### src/rtl/ext_int_ctrl.sv
// External interrupt controller: synchronises and edge-detects interrupt lines, latches
// them as pending, and runs an IntReq/IntAck handshake with the CPU for the winning source.
module ext_int_ctrl #(
  parameter  int NUM_SRC = 8,
  localparam int NUM_W   = $clog2(NUM_SRC)
) (
  input  logic               clk_i,
  input  logic               rst_i,
  input  logic [NUM_SRC-1:0] int_src_i,
  input  logic               io_sel_i,
  input  logic [3:0]         io_addr_i,
  input  logic               io_wr_i,
  input  logic               io_rd_i,
  input  logic [31:0]        io_wr_data_i,
  output logic [31:0]        io_rd_data_o,
  output logic               int_req_o,
  input  logic               int_ack_i
);

  localparam logic [1:0] IDLE    = 2'd0;
  localparam logic [1:0] REQ     = 2'd1;
  localparam logic [1:0] SERVICE = 2'd2;

  logic [NUM_SRC-1:0] sync1_q, sync2_q, prev_q, edge_q;
  logic [NUM_SRC-1:0] ier_q, ier_d, ipr_q, ipr_d;
  logic [NUM_W-1:0]   inr_q, inr_d;
  logic [1:0]         state_q, state_d;
  logic               req_q, req_d;
  logic [31:0]        rd_q, rd_d;

  logic [NUM_SRC-1:0] pend, ack_clr, w1c_clr;
  logic [NUM_W-1:0]   win;
  logic               wr_ier, wr_inr, wr_ipr;
  logic               unused_wr;

  assign unused_wr = ^io_wr_data_i[31:NUM_SRC];

  assign wr_ier = io_sel_i & io_wr_i & (io_addr_i == 4'h0);
  assign wr_inr = io_sel_i & io_wr_i & (io_addr_i == 4'h1);
  assign wr_ipr = io_sel_i & io_wr_i & (io_addr_i == 4'h2);

  // Arbitration always looks at registered state, never at same-cycle writes.
  assign pend = ipr_q & ier_q;

  always_comb begin
    win = '0;
    for (int i = NUM_SRC - 1; i >= 0; i--)
      if (pend[i]) win = NUM_W'(i);
  end

  always_comb begin
    state_d = state_q;
    inr_d   = inr_q;
    req_d   = req_q;
    ack_clr = '0;
    case (state_q)
      IDLE: if (|pend) begin
        inr_d   = win;
        req_d   = 1'b1;
        state_d = REQ;
      end
      REQ: if (int_ack_i) begin
        ack_clr = NUM_SRC'(1) << inr_q;
        req_d   = 1'b0;
        state_d = SERVICE;
      end else if (!ier_q[inr_q] || !ipr_q[inr_q]) begin
        req_d   = 1'b0;
        state_d = IDLE;
      end
      SERVICE: if (wr_inr) state_d = IDLE;
      default: begin
        req_d   = 1'b0;
        state_d = IDLE;
      end
    endcase
  end

  // A new edge overrides any clear landing in the same cycle.
  assign w1c_clr = wr_ipr ? io_wr_data_i[NUM_SRC-1:0] : '0;
  assign ipr_d   = (ipr_q & ~(ack_clr | w1c_clr)) | edge_q;
  assign ier_d   = wr_ier ? io_wr_data_i[NUM_SRC-1:0] : ier_q;

  always_comb begin
    rd_d = rd_q;
    if (io_sel_i && io_rd_i) begin
      rd_d = '0;
      case (io_addr_i)
        4'h0: rd_d[NUM_SRC-1:0] = ier_q;
        4'h1: begin
          rd_d[31]        = (state_q != IDLE);
          rd_d[NUM_W-1:0] = inr_q;
        end
        4'h2: rd_d[NUM_SRC-1:0] = ipr_q;
        default: rd_d = '0;
      endcase
    end
  end

  always_ff @(posedge clk_i) begin
    if (rst_i) begin
      sync1_q <= '0;
      sync2_q <= '0;
      prev_q  <= '0;
      edge_q  <= '0;
      ier_q   <= '0;
      ipr_q   <= '0;
      inr_q   <= '0;
      state_q <= IDLE;
      req_q   <= 1'b0;
      rd_q    <= '0;
    end else begin
      sync1_q <= int_src_i;
      sync2_q <= sync1_q;
      prev_q  <= sync2_q;
      edge_q  <= sync2_q & ~prev_q;
      ier_q   <= ier_d;
      ipr_q   <= ipr_d;
      inr_q   <= inr_d;
      state_q <= state_d;
      req_q   <= req_d;
      rd_q    <= rd_d;
    end
  end

  assign io_rd_data_o = rd_q;
  assign int_req_o    = req_q;

endmodule

### config.mk
export PLATFORM = sky130hd
export DESIGN_NAME = ext_int_ctrl
export DESIGN_NICKNAME = d
export VERILOG_FILES = /design/src/rtl/ext_int_ctrl.sv
export SDC_FILE = /design/constraint.sdc
export NUM_CORES = 1
export LEC_CHECK = 0
export CORE_ASPECT_RATIO = 1.25
export CORE_UTILIZATION = 35
export DETAILED_ROUTE_END_ITERATION = 8
export GPL_ROUTABILITY_DRIVEN = 0
export GPL_TIMING_DRIVEN = 0
export PLACE_DENSITY = 0.7
export SLEW_MARGIN = 20
export SYNTH_ARGS = -nofsm -noshare
export SYNTH_HDL_FRONTEND = slang
export SYNTH_SLANG_ARGS = --single-unit
export TNS_END_PERCENT = 1
### constraint.sdc
create_clock -name clk_i -period 2.6 [get_ports clk_i]
set_input_delay 0.39 -clock clk_i [delete_from_list [all_inputs] [get_ports clk_i]]
set_output_delay 0.39 -clock clk_i [all_outputs]
set_load 0.02 [all_outputs]
==> impl_metrics.json <==
{
  "yosys_warnings": 0,
  "intPower_mw": 1.61,
  "min_path_type": "reg2reg",
  "synth_top_cell_by_area": "dfxtp_1",
  "ys_types": 41,
  "crit_start": "io_addr_i[0]",
  "place_inst": 414,
  "grt_pass1_wl_um": 8380,
  "pre_cts_ws_ps": 268,
  "netSwitchingFraction": 0.235,
  "ys.flop_type": "dfxtp_1",
  "crit_arrival_ps": 2240,
  "period_minus_slack_ps": 2030,
  "drc": 0,
  "num_antenna_cells": 0,
  "clk_path_buf_depth": 2,
  "boundaryPins": 83,
  "ir_worst_vdd_mv": 0.345,
  "status": "completed",
  "drt-initial-drc-count": 153,
  "clock.fmax_mhz": 492,
  "insertion_delay_ps": 340,
  "share_comb_of_total_power": 0.079,
  "start_util": 0.366,
  "syn-instance-count": 269,
  "cts_hold_buffers": 0,
  "vias_per_cell": 4.70,
  "vias": 2021,
  "final_cells": 430,
  "p_leak_nw": 1.27,
  "numCtsBuffers": 9,
  "multiInputGateArea_um2": 1150,
  "clk_pin_slew_worst_paths_ps": 80,
  "clkPwrFrac": 0.447,
  "grt-ovfl-total": 0,
  "r2r-start": "inr_q[2]",
  "synth_edf_count": 0,
  "final_layout_size_suffix_gt1_frac": 0.150,
  "cp_data_required_time_ps": 2810,
  "track_usage": 0.146,
  "ant_nets": 0,
  "yosys-top-cells-count": "63 x dfxtp_1, 35 x nor2b_1, 30 x nor2_1",
  "ys_seq_area_frac": 0.487,
  "final_nets": 385,
  "skew_ps": 11.9,
  "hpwl_um": 3990,
  "synth_area_um2": 2590,
  "tightest_slew_ps": 953,
  "post-route-worst-setup-slack_ps": 569,
  "cts_setup_buffers": 0,
  "switching_power_uw": 495,
  "die_y_um": 98.1,
  "syn2layout_area_growth_pct": 28.9,
  "crit_path_start_kind": "input pin",
  "cap_violations": 0,
  "grt_max_degree": 13,
  "seqCellArea_um2": 1260,
  "wire_per_inst_um": 12.4,
  "h-tree-depth": 3,
  "period_share": 0.781,
  "synth_top_area_frac": 0.487,
  "crit_type": "in2reg",
  "min-delay-start": "prev_q[4]",
  "slew_headroom": 0.360,
  "die_x_um": 78.9,
  "crit_path_end_kind": "flop",
  "synth_area_leaders": "dfxtp_1 49%, nor2b_1 8.5%, buf_4 7.0%, mux2i_1 6.2%, nor2_1 4.4%",
  "drv_slew": 0,
  "antenna_found_initial": 0,
  "p_seq_frac": 0.475,
  "core_um2": 7060,
  "setup_violations": 0,
  "cts_sinks": 63,
  "fill_cells": 687,
  "wirelength_um": 5330,
  "crit_fanout": 8,
  "synth-seq-cells": 63,
  "dr.pass1.iters": 4,
  "cts_resized": 0,
  "pwr_density_cell_nw_per_um2": 631,
  "synth.avg_cell_area_um2": 9.62,
  "dieArea_um2": 7740,
  "cts_root_buf": "clkbuf_8",
  "setup_tns_ps": 0,
  "synth.most_common_cell": "dfxtp_1",
  "io_buffers": 33,
  "finalHoldViolations": 0,
  "grt_setup_unrepaired": "no",
  "grt_pass1_vias": 1811,
  "cts_tree": "yes",
  "rows": 34,
  "synth-async-reset-ratio": 0
}
[sequential cells by signal, summed over array words and instances (netlist names)]
name          count
prev_q            8
int_req_o         1
inr_q             3
sync1_q           8
ier_q             8
edge_q            8
io_rd_data_o      9
ipr_q             8
state_q           2
sync2_q           8
[power by group through the flow]
| stage | clock (mW) | combinational, mW | sequential [mW] |
|---|---|---|---|
| after global routing | 1.01 | 0.178 | 1.00 |
| final | 0.939 | 0.165 | 0.998 |
| after global placement | 0 | 0.162 | 1.02 |
| after floorplan | 0 | 0.109 | 1.02 |
| after detailed placement | 0 | 0.164 | 1.02 |
| after CTS | 0.954 | 0.164 | 0.998 |
[metal layers]
metal | vias up | wire, um | global-route usage
met5 | - | 0 | 0
met4 | 0 | 131 | 0.0671
met3 | 13 | 336 | 0.0607
met2 | 67 | 2590 | 0.241
met1 | 919 | 2270 | 0.161
li1 | 1022 | - | -
[per-stage QoR]
stage                     instance area, um^2  utilization  hold WS [ps]  power, mW
after detailed placement                 3110        0.441           371       1.18
final                                    3330        0.472           369       2.10
after CTS                                3330        0.472           378       2.12
after global placement                   3110        0.441           372       1.18
after global routing                     3330        0.472           385       2.19
after floorplan                          2670            -           367       1.13
[path summary, 6_finish.rpt]
kind | to | slack (ps) | cells after the start
worst max-delay path | ipr_q[2] | 570 | 5
worst min-delay path | edge_q[4] | 370 | 1
worst min register to register | edge_q[4] | 370 | 1
worst max register to register | ipr_q[3] | 980 | 4
[cell families (layout without fill, tap and decap cells)]
kind of cell           count (synthesis)  in the layout  synth area share
AO/OA/AOI/OAI                         39             39             0.117
buffers and inverters                 41             90            0.0986
other                                  1             23           0.00145
AND/OR/NAND/NOR                      107            107             0.217
multiplexers                          18             18            0.0793
flip-flops                            63             63             0.487
[final cells by class]
class,count,share of cell area
multi-input combinational,187,0.346
buffer,37,0.0720
sequential,63,0.378
inverter,4,0.00450
clock inverter,7,0.0293
clock buffer,9,0.0371
timing repair buffer,33,0.0991
tap,90,0.0338
[critical path, stage by stage]
cell and delay, ps:
clkdlybuf4s50_1 520, nor3_1 820, nand4_1 230, a31oi_1 230, nor2_1 50
[placed cells by master (no fill, tap or decap), drive strengths merged, types with 3 or more instances in the layout]
cell type and n:
nand4 8, nor3 6, clkbuf 17, clkinv 3, buf 29, o2bb2ai 3, clkdlybuf4s50 33, dfxtp 63
nor2 30, inv 4, mux2i 16, a221oi 3, a22oi 3, nor2b 35, nand2 16, a21oi 6
a31oi 10, conb 23, a22o 4
Note: power is estimated with default switching activity, not from simulation.
